$ cat src/rtl/gray_rgb_serializer.sv
// rtl/gray_rgb_serializer.sv - grayscale pixel to R/G/B subpixel beat serializer
//
// Purpose: accepts one gray value per valid/ready handshake and replays it
// as three beats (R, G, B) on the output handshake. The pixel's last flag
// marks its B beat.
//
// Optional feature: define GRAY_RGB_SERIALIZER_SKID_EN to add a one-entry
// pending register so a new pixel can be taken while beats are in flight.
// With it undefined, pixels are only accepted in S_IDLE.
//
// Ports:
//   I_CLK      in   clock
//   I_RESET    in   asynchronous active-high reset
//   I_PIXEL    in   gray value, P_SUBPIXEL_DEPTH bits
//   I_VALID    in   I_PIXEL/I_LAST valid
//   I_LAST     in   final pixel of the frame
//   O_READY    out  pixel accepted on this edge when I_VALID=1
//   O_DATA     out  current subpixel beat
//   O_CHANNEL  out  0=R, 1=G, 2=B
//   O_VALID    out  O_DATA/O_CHANNEL/O_LAST valid
//   I_READY    in   sink consumes the current beat
//   O_LAST     out  B beat of a pixel accepted with I_LAST=1

module gray_rgb_serializer #(
    parameter int unsigned P_SUBPIXEL_DEPTH = 32'd8
) (
    input  logic                        I_CLK,
    input  logic                        I_RESET,
    input  logic [P_SUBPIXEL_DEPTH-1:0] I_PIXEL,
    input  logic                        I_VALID,
    input  logic                        I_LAST,
    output logic                        O_READY,
    output logic [P_SUBPIXEL_DEPTH-1:0] O_DATA,
    output logic [1:0]                  O_CHANNEL,
    output logic                        O_VALID,
    input  logic                        I_READY,
    output logic                        O_LAST
);

    // Width of the equivalent RGB pixel; not used by any port.
    localparam int unsigned P_PIXEL_DEPTH = 3 * P_SUBPIXEL_DEPTH;

    generate
        if (P_PIXEL_DEPTH < 3) begin : g_depth_check
            $error("P_SUBPIXEL_DEPTH must be at least 1");
        end
    endgenerate

    typedef enum logic [1:0] {
        S_IDLE = 2'd0,
        S_R    = 2'd1,
        S_G    = 2'd2,
        S_B    = 2'd3
    } state_t;

    state_t                      state_q;
    logic [P_SUBPIXEL_DEPTH-1:0] data_q;
    logic                        last_q;     // last flag of the active pixel
    logic                        valid_q;
    logic [1:0]                  chan_q;
    logic                        olast_q;    // last flag as presented on the B beat
    logic                        accept;
    logic                        consume;

`ifdef GRAY_RGB_SERIALIZER_SKID_EN
    logic [P_SUBPIXEL_DEPTH-1:0] pend_data_q;
    logic                        pend_last_q;
    logic                        pend_full_q;

    assign O_READY = ~I_RESET & ~pend_full_q;
`else
    assign O_READY = ~I_RESET & (state_q == S_IDLE);
`endif

    assign accept  = I_VALID & O_READY;
    assign consume = valid_q & I_READY;

    assign O_DATA    = data_q;
    assign O_CHANNEL = chan_q;
    assign O_VALID   = valid_q;
    assign O_LAST    = olast_q;

    always_ff @(posedge I_CLK or posedge I_RESET) begin
        if (I_RESET) begin
            state_q     <= S_IDLE;
            data_q      <= '0;
            last_q      <= 1'b0;
            valid_q     <= 1'b0;
            chan_q      <= 2'd0;
            olast_q     <= 1'b0;
`ifdef GRAY_RGB_SERIALIZER_SKID_EN
            pend_data_q <= '0;
            pend_last_q <= 1'b0;
            pend_full_q <= 1'b0;
`endif
        end else begin
            case (state_q)
                S_IDLE: begin
                    if (accept) begin
                        data_q  <= I_PIXEL;
                        last_q  <= I_LAST;
                        valid_q <= 1'b1;
                        chan_q  <= 2'd0;
                        olast_q <= 1'b0;
                        state_q <= S_R;
                    end
                end
                S_R: begin
                    if (consume) begin
                        chan_q  <= 2'd1;
                        state_q <= S_G;
                    end
                end
                S_G: begin
                    if (consume) begin
                        chan_q  <= 2'd2;
                        olast_q <= last_q;
                        state_q <= S_B;
                    end
                end
                S_B: begin
                    if (consume) begin
                        chan_q  <= 2'd0;
                        olast_q <= 1'b0;
`ifdef GRAY_RGB_SERIALIZER_SKID_EN
                        if (pend_full_q) begin
                            data_q      <= pend_data_q;
                            last_q      <= pend_last_q;
                            pend_full_q <= 1'b0;
                            state_q     <= S_R;
                        end else if (accept) begin
                            // Pixel arriving on the closing edge bypasses the pending slot.
                            data_q  <= I_PIXEL;
                            last_q  <= I_LAST;
                            state_q <= S_R;
                        end else begin
                            valid_q <= 1'b0;
                            state_q <= S_IDLE;
                        end
`else
                        valid_q <= 1'b0;
                        state_q <= S_IDLE;
`endif
                    end
                end
                default: begin
                    valid_q <= 1'b0;
                    state_q <= S_IDLE;
                end
            endcase

`ifdef GRAY_RGB_SERIALIZER_SKID_EN
            // Accepts outside S_IDLE park in the pending slot, except the
            // bypass case handled in S_B above.
            if (accept && (state_q != S_IDLE) && !((state_q == S_B) && consume)) begin
                pend_data_q <= I_PIXEL;
                pend_last_q <= I_LAST;
                pend_full_q <= 1'b1;
            end
`endif
        end
    end

endmodule
$ cat config.mk
export PLATFORM = sky130hd
export DESIGN_NAME = gray_rgb_serializer
export DESIGN_NICKNAME = d
export VERILOG_FILES = /design/src/rtl/gray_rgb_serializer.sv
export SDC_FILE = /design/constraint.sdc
export NUM_CORES = 1
export LEC_CHECK = 0
export ABC_CLOCK_PERIOD_IN_PS = 1600
export BUFFER_PORTS_ARGS = -buffer_cell sky130_fd_sc_hd__buf_2
export CORE_ASPECT_RATIO = 1.1
export CORE_UTILIZATION = 42
export DETAILED_ROUTE_END_ITERATION = 10
export GPL_TIMING_DRIVEN = 0
export PLACE_DENSITY = 0.74
export SLEW_MARGIN = 20
export SYNTH_ARGS = -nofsm -noshare
export SYNTH_HDL_FRONTEND = slang
export SYNTH_SLANG_ARGS = --single-unit
$ cat constraint.sdc
create_clock -name I_CLK -period 1.6 [get_ports I_CLK]
set_clock_uncertainty 0.05 [all_clocks]
set_input_delay 0.32 -clock I_CLK [delete_from_list [all_inputs] [get_ports I_CLK]]
set_output_delay 0.32 -clock I_CLK [all_outputs]
set_load 0.02 [all_outputs]
==> results.md, run 1 <==
* GRT Residual Overflow at 0
* Gr usage total at 14.3%
* Placement-stage cell area at 876 sq um
* CTS tree: yes
* Final min period at 1650 ps
* Area Growth Syn to Fin at 40.1%
* CP Data Required Time at 1230 ps
* # setup viols final at 7
* Starting Density at 45.3%
* First-pass GRT wire length at around 2000 um
* Endpoints failing hold at 0
* CTS Buffer Depth at 2
* TritonRoute pass-1 iters at 2
* Violated checks: negative setup slack
* Nets at between 100 and 150
* CTS buffer count at 3
* Post-DP HPWL at ~930 um
* Slew HR at between 60 and 70%
* Clk sink count at 15
* Die height at 45.5 um
* Final instance area at 1010 sq um
* Worst slew pin tran at 564 ps
* # IOs at 26
* Seq/Total Area, Yosys at 51.9%
* H-tree depth reported by CTS at 1
* Pleak at 0.000555 uW
* Via Count at 556
* CP arrival at 1280 ps
* Post-route antenna net violation count at 0
* Crit. End Element: output port
* Largest driver fanout on the critical path at 4
* Hold_ws at about 20 ps
* DRC viols at 0
* Initial antenna violation count at 0
* Root buffer selected by CTS: clkbuf_4
* Yosys cell types at 21
* FILL cells at 130
* Avg Vias per Cell at 5.15
* Clock latency on the worst-skew pair at 300 ps
* Routability congestion estimate at 0.740
* Max VDD drop at 0.550 mV
* Largest net degree at the start of global routing at 16
* Crit Path Category: register to output port
* Worst setup SP type: register
* Period utilisation layout at 103%
* Final WS setup at -49.1 ps
* DRT Wirelength at 1480 um
* Fmax at 606 MHz
* PwrDens at 630 nW/um^2
* Vias in the first global route at 475
* Synth Instances at 55
* Slew Viols, Final at 0
* Initial DRC Count at 11
* Synthesized flop and latch total at 15
* Max-cap violations at 0
* Full die area at approximately 1900 sq um
* Avg Cell Area, Syn at approximately 13 sq um
* Post-Syn Area at around 720 sq um
* Setup WS pre-CTS at -91.7 ps
* Clk slew on worst S/H paths at 120 ps
* HP Class: primary input to async pin
* Share of post-route cells with drive strength above 1 at 63.7%
* Core Rows at 15
* Core area at between 1500 and 2000 sq um
* Die Span X at 41.6 um
* Port Buffers at 25
* ANT cells at 0
* Status: complete, but fails checks
* YS warnings at 0
* WL/cell at 13.7 um
* Syn nets at 73
* RSZ-0062 raised after global routing: yes
[routing by layer]
layer	wire length (um)	share of wire [%]	global-route usage (%)
met5	0	0	0
met3	63	4.3	3.17
met4	7	0.47	3.87
met2	711	48	22.8
met1	693	47	19.9
[cells in the mapped netlist]
library cell,n,share of area (%)
nor2_4,1,1.6
ha_1,5,8.7
a31oi_1,1,0.87
nor2_1,1,0.52
a22oi_1,1,1.0
dfrtp_1,15,52
o21a_1,1,1.0
inv_1,5,2.6
mux2_2,9,14
nand2_1,1,0.52
a21oi_1,3,2.1
a2bb2oi_1,1,1.2
o21ai_1,1,0.69
nand2_2,2,1.7
mux2_1,2,3.1
a22o_4,1,2.4
o21ai_0,1,0.69
a2111oi_0,1,1.2
o2bb2ai_1,1,1.2
nand2b_4,1,1.9
and2b_1,1,1.0
[layout make-up]
class	instances	area, sq um	area share, %
clock buffers	3	22.5	2.22
clock inverters	1	5.00	0.494
inverters	5	18.8	1.85
multi-input cells	36	390	38.5
flip-flops and latches	15	375	37.0
well taps	17	21.3	2.10
repair buffers	31	180	17.8
[cells in the final DEF, fill, tap and decap left out, drive strengths merged]
cell,count
buf,31
dfrtp,15
mux2,11
inv,5
ha,5
nand2,4
a21oi,3
clkbuf,3
nor2,2
o21ai,2
and2b,1
nand2b,1
a22o,1
a22oi,1
a31oi,1
o21a,1
a2bb2oi,1
o2bb2ai,1
a2111oi,1
clkinv,1
[path summary, 6_finish.rpt]
check | from | depth (start not counted) | endpoint | slack, ps
min in group I_CLK | I_PIXEL[6] | 2 | O_DATA[6]$_DFFE_PP0P_ | 190
min | I_RESET | 2 | O_DATA[2]$_DFFE_PP0P_ | 20
max reg2reg | state_q[0]$_DFFE_PP0P_ | 5 | state_q[1]$_DFFE_PP0P_ | -10
max | state_q[0]$_DFFE_PP0P_ | 4 | O_READY | -50
max in group asynchronous | I_RESET | 2 | state_q[1]$_DFFE_PP0P_ | 1080
min reg2reg | O_DATA[4]$_DFFE_PP0P_ | 1 | O_DATA[4]$_DFFE_PP0P_ | 450
[sequential cells by signal, indices dropped and copies added (netlist names)]
name / cells
O_LAST: 1
last_q: 1
state_q: 2
O_VALID: 1
O_CHANNEL: 2
O_DATA: 8
[timing repair]
item | in CTS | in global routing
cloned | 0 | 1
gates resized for setup | 13 | 0
pin swaps | 3 | 3
setup buffers | 5 | 1
hold endpoints to repair | 0 | 0
endpoints found under the setup margin | 12 | 13
hold buffers | 0 | 0
[kinds of logic after synthesis]
| family | after synthesis | synth area share (%) |
|---|---|---|
| buffers and inverters | 5 | 2.60 |
| adder cells (fa/ha/maj) | 5 | 8.65 |
| multiplexers | 11 | 17.1 |
| flip-flops | 15 | 51.9 |
| AND/OR/NAND/NOR | 7 | 7.26 |
| AO/OA/AOI/OAI | 12 | 12.5 |
[power breakdown]
group	leakage, uW	internal [uW]	switching [uW]
combinational	0.000332	12.9	16.4
sequential	0.000204	379	0
clock	0.0000177	92.9	137
[worst max-delay path, stage by stage (launching register included)]
cell and delay (ps):
dfrtp_1 410, inv_2 70, ha_4 170, and2b_2 200, buf_6 130
[through the flow]
stage	util (%)	cells	power [uW]	TNS [ps]
2_1_floorplan	-	55	396	0
5_1_grt	63.5	108	656	-366
6_report	63.5	108	638	-80.3
3_5_place_dp	54.9	97	414	-774
4_1_cts	62.4	106	634	-18.8
3_3_place_gp	54.9	97	414	-351
Note: power is estimated with default switching activity, not from simulation.
==> inputs of run 2 (changes only) <==
ABC_CLOCK_PERIOD_IN_PS = 1550   (was 1600)
CORE_UTILIZATION = 45   (was 42)
PLACE_DENSITY = 0.78   (was 0.74)
clock period = 1.55 ns   (was 1.6 ns; I/O delays follow)
==> run 2 against run 1 <==
Compared with the run above:
- the run still ends with negative setup slack left
- first-iteration DRC count shrank 18%
- wire length up 6.6%
- register-to-register slack got worse by 60 ps
- largest cell class unchanged
==> results.md, run 2 (same netlist as run 1, synthesis figures left out) <==
* Largest driver fanout on the critical path at 4
* Final WS setup at -69.2 ps
* Clock latency on the worst-skew pair at 290 ps
* CTS tree: yes
* Port Buffers at 25
* H-tree depth reported by CTS at 1
* FILL cells at 85
* DRC viols at 0
* Reg2Reg Launch Point: state_q[0]$_DFFE_PP0P_
* Area Growth Syn to Fin at 50.5%
* Max-cap violations at 0
* Reg-to-reg slack, setup at -70 ps
* Largest register FFs at 8
* CTS buffer count at 3
* Met2 Resource Use GR at 31.3%
* First-pass GRT wire length at between 2000 and 2500 um
* HP Class: primary input to async pin
* Crit Path Category: register to register
* PwrDens at 599 nW/um^2
* Setup WS pre-CTS at -93.5 ps
* Final min period at 1620 ps
* Met1 Usage GRT at 23.8%
* Largest net degree at the start of global routing at 16
* # IOs at 26
* Reg2reg end: state_q[1]$_DFFE_PP0P_
* Nets at 114
* Slew HR at 61.9%
* Status: complete, but fails checks
* Fmax at 618 MHz
* Initial antenna violation count at 0
* Vias in the first global route at 538
* Crit. End Element: register
* Gr busiest metal: met2
* Avg Vias per Cell at 5.26
* WL/cell at about 14 um
* Endpoints failing hold at 0
* Util after Layout at 75.8%
* Period utilisation layout at 104%
* Gr usage total at between 20% and 30%
* CP arrival at roughly 1800 ps
* Multi-input gate area at 437 sq um
* Most frequent cells in the layout: 24 x buf_2, 15 x dfrtp_1, 11 x mux2_4
* Via Count at 584
* DRT Wirelength at 1570 um
* Share of post-route cells with drive strength above 1 at 65.3%
* Clk slew on worst S/H paths at 90 ps
* Full die area at about 1800 sq um
* FF/Latch Area at about 380 sq um
* Met3 Use GR at 6.03%
* Worst slew pin tran at about 570 ps
* TritonRoute pass-1 iters at 4
* GRT Residual Overflow at 0
* Die height at between 40 and 50 um
* Reg2reg path depth at 6
* Hold buffers post-CTS at 0
* Most common cell after layout, fill and taps aside: buf_2
* Pleak at about 0.0006 uW
* Routability congestion estimate at ~0.74
* Die Span X at roughly 40 um
* Clk sink count at 15
* Initial DRC Count at 9
* CP Data Required Time at 1680 ps
* Slew Viols, Final at 0
* Root buffer selected by CTS: clkbuf_4
* ANT cells at 0
* Core Rows at 14
* Max VDD drop at 0.625 mV
* Post-route antenna net violation count at 0
* # setup viols final at 3
* CTS Buffer Depth at 2
* Violated checks: negative setup slack
* RSZ-0062 raised after global routing: yes
* Post-DP HPWL at 956 um
* Core area at 1440 sq um
* Worst setup SP type: register
* Starting Density at 50.3%
==> run 2: cell types whose count changed in the layout (fill, tap and decap cells not counted), sizes merged <==
| cell | before | now |
|---|---|---|
| buf | 31 | 35 |
==> run 2: where the power goes <==
group          leakage [uW]  internal, uW  switching (uW)
clock             0.0000177          96.1             132
combinational      0.000378          13.8            19.3
sequential         0.000204           391               0
total              0.000600           501             151
==> run 2: routing by layer <==
| layer | vias to the layer above | share of wire (%) |
|---|---|---|
| met2 | 19 | 49 |
| met1 | 283 | 42 |
| li1 | 278 | - |
| met4 | 0 | 2.9 |
| met3 | 4 | 5.4 |
| met5 | - | 0 |
==> run 2: stage by stage <==
step           setup TNS [ps]  cell area (sq um)  total power, uW  hold WS, ps  std cells
2_1_floorplan               0                732              409          161         55
3_3_place_gp             -265                877              427          345         96
3_5_place_dp             -759                877              428          358         96
4_1_cts                  -205               1020              661         38.7        109
5_1_grt                  -274               1090              682         83.3        111
6_report                 -199               1090              652         22.3        111
==> run 2: repair_timing <==
item | 4_1_cts | 5_1_grt
pin swaps | 3 | 2
setup endpoints to repair | 12 | 13
buffers inserted | 8 | 2
resized for setup | 11 | 11
gates cloned | 1 | 0
==> run 2: layout make-up <==
| cell class | instances | share of cell area (%) |
|---|---|---|
| Multi-Input combinational cell | 36 | 40.1 |
| Sequential cell | 15 | 34.5 |
| Timing Repair Buffer | 35 | 19.3 |
| Clock buffer | 3 | 2.07 |
| Tap cell | 16 | 1.84 |
| Inverter | 5 | 1.72 |
| Clock inverter | 1 | 0.460 |
==> run 2: how the worst max path moves through the flow <==
stage               depth (start not counted)  slack (ps)                endpoint                    from
detailed placement                          5         -90  state_q[1]$_DFFE_PP0P_  state_q[0]$_DFFE_PP0P_
CTS                                         5         -70  state_q[1]$_DFFE_PP0P_  state_q[0]$_DFFE_PP0P_
finish                                      6         -70  state_q[1]$_DFFE_PP0P_  state_q[0]$_DFFE_PP0P_
global placement                            5         -50  state_q[1]$_DFFE_PP0P_  state_q[0]$_DFFE_PP0P_
floorplan                                   5           4   O_DATA[0]$_DFFE_PP0P_  state_q[0]$_DFFE_PP0P_
global route                                4        -100                 O_READY  state_q[0]$_DFFE_PP0P_
==> run 2: critical path, cell delays in order (launching register included) <==
cell     delay [ps]
dfrtp_1         390
inv_2            60
ha_4            160
buf_4           130
a22o_4          250
nor2_4          150
mux2_4          310
==> inputs of run 3 (changes only) <==
CELL_PAD_IN_SITES_DETAIL_PLACEMENT = 0   (was not set)
CELL_PAD_IN_SITES_GLOBAL_PLACEMENT = 1   (was not set)
CORE_UTILIZATION = 36   (was 45)
PLACE_DENSITY = 0.8   (was 0.78)
==> run 3 against run 2 <==
Compared with the run above:
- wire length down 15%
- die area is 24% higher
- clock power is essentially flat
- total power is 0.54% lower
- highest routed layer unchanged
- combinational power shrank 15%
- the run still ends with negative setup slack left
- first-iteration DRC count is 56% lower
==> results.md, run 3 (same netlist as run 1, synthesis figures left out) <==
* Status: complete, but fails checks
* Violated checks: negative setup slack
* Full die area at 2190 sq um
* Avg Vias per Cell at 4.68
* First-pass GRT wire length at about 2300 um
* Die height at between 40 and 50 um
* Wire length on met1 at between 500 and 600 um
* H-tree depth reported by CTS at 1
* Post-DP HPWL at 945 um
* Root buffer selected by CTS: clkbuf_4
* ANT cells at 0
* Slew Viols, Final at 0
* # setup viols final at 3
* Gr usage total at 15.4%
* Share of post-route cells with drive strength above 1 at 64.0%
* Total power draw at roughly 650 uW
* Period utilisation layout at 104%
* Starting Density at 39.3%
* Clock latency on the worst-skew pair at approximately 290 ps
* DRC viols at 0
* Initial antenna violation count at 0
* Final cell count without fillers at about 120
* Reg2reg path depth at 5
* Largest driver fanout on the critical path at 4
* CTS buffer count at 3
* Setup crit end: state_q[1]$_DFFE_PP0P_
* Largest net degree at the start of global routing at 16
* Most common cell after layout, fill and taps aside: buf_2
* Routability congestion estimate at 0.736
* Clk slew on worst S/H paths at 90 ps
* Endpoints failing hold at 0
* # IOs at 26
* Port Buffers at 25
* Hold_ws at 19.2 ps
* Crit. End Element: register
* Area Growth Syn to Fin at 38.4%
* Die Span X at 44.7 um
* Max VDD drop at 0.639 mV
* Reg2Reg Launch Point: state_q[0]$_DFFE_PP0P_
* Slew HR at 62.5%
* Clk sink count at 15
* CTS Buffer Depth at 2
* Core area at roughly 1800 sq um
* Cell total after placement at 107
* GRT Residual Overflow at 0
* Most frequent cells in the layout: 24 x buf_2, 15 x dfrtp_1, 9 x mux2_2
* Worst slew pin tran at 562 ps
* TritonRoute pass-1 iters at 4
* Initial DRC Count at 4
* Crit Path Category: register to register
* Vias in the first global route at between 500 and 600
* Max layer used: met4
* Met3 routed WL at 63 um
* Critical path launch point: state_q[0]$_DFFE_PP0P_
* Final WS setup at -63.8 ps
* Nets at approximately 110
* Reg-to-reg slack, setup at -60 ps
* CTS tree: yes
* Pleak at 0.000542 uW
* Via Count at 543
* CP arrival at between 1500 and 2000 ps
* HP Class: primary input to async pin
* CP Data Required Time at ~1700 ps
* RSZ-0062 raised after global routing: yes
* Largest register FFs at 8
* Final min period at 1610 ps
* Post-route antenna net violation count at 0
* PwrDens at 648 nW/um^2
* Metal2 WL at 644 um
* Reg2reg end: state_q[1]$_DFFE_PP0P_
* DRT Wirelength at 1340 um
* Worst setup SP type: register
* Fmax at 620 MHz
* WL/cell at 11.6 um
* Core Rows at 16
* Max-cap violations at 0
## run 3: changes by cell type in the layout (fill, tap and decap cells not counted), sizes merged
cell,previous run,this run
nand2,4,3
buf,35,30
## run 3: repair_timing
action | 4_1_cts | 5_1_grt
pin swaps | 2 | 4
gates resized for setup | 7 | 5
endpoints found under the setup margin | 12 | 3
buffers inserted | 5 | 0
hold buffers | 0 | 0
## run 3: critical path, stage by stage (launching register included)
cell     delay, ps
dfrtp_1        410
buf_4          170
ha_4           170
a22o_4         240
nor2_4         160
mux2_4         310
## run 3: cell type report
class / instances / area, sq um
tap: 27 / 33.8
clock inverter: 1 / 5.00
inverter: 5 / 18.8
multi-input combinational: 35 / 373
fill: 173 / 841
timing repair buffer: 30 / 173
clock buffer: 3 / 22.5
sequential: 15 / 375
## run 3: per-layer routing
metal | track usage (%) | up-vias
li1 | - | 263
met4 | 12.1 | 0
met3 | 4.44 | 5
met1 | 16.3 | 259
met2 | 24.5 | 16
met5 | 0 | -
## run 3: through the flow
stage / setup TNS [ps] / instance area, sq um / setup WS (ps) / utilization (%)
4_1_cts: -157 / 985 / -56.4 / 53.5
2_1_floorplan: 0 / 732 / 4.13 / -
6_report: -184 / 1000 / -63.8 / 54.3
5_1_grt: -298 / 1000 / -102 / 54.3
3_5_place_dp: -603 / 891 / -77.3 / 48.4
3_3_place_gp: -216 / 891 / -36.8 / 48.4
## run 3: how the worst min path moves through the flow
| stage | to | start | slack, ps | cells after the start |
|---|---|---|---|---|
| floorplan | O_CHANNEL[0]$_DFFE_PP0P_ | I_RESET | 160 | 1 |
| global placement | O_LAST$_DFFE_PP0P_ | I_RESET | 360 | 2 |
| detailed placement | O_DATA[0]$_DFFE_PP0P_ | I_RESET | 360 | 2 |
| CTS | O_DATA[0]$_DFFE_PP0P_ | I_RESET | 40 | 2 |
| global route | O_DATA[3]$_DFFE_PP0P_ | I_RESET | 90 | 2 |
| finish | O_DATA[5]$_DFFE_PP0P_ | I_RESET | 20 | 2 |
## run 3: power by group
group / leakage, uW / internal [uW] / total (uW) / switching [uW]
combinational: 0.000320 / 13.4 / 28.0 / 14.6
clock: 0.0000177 / 96.1 / 230 / 134
sequential: 0.000204 / 391 / 391 / 0
total: 0.000542 / 501 / 649 / 148
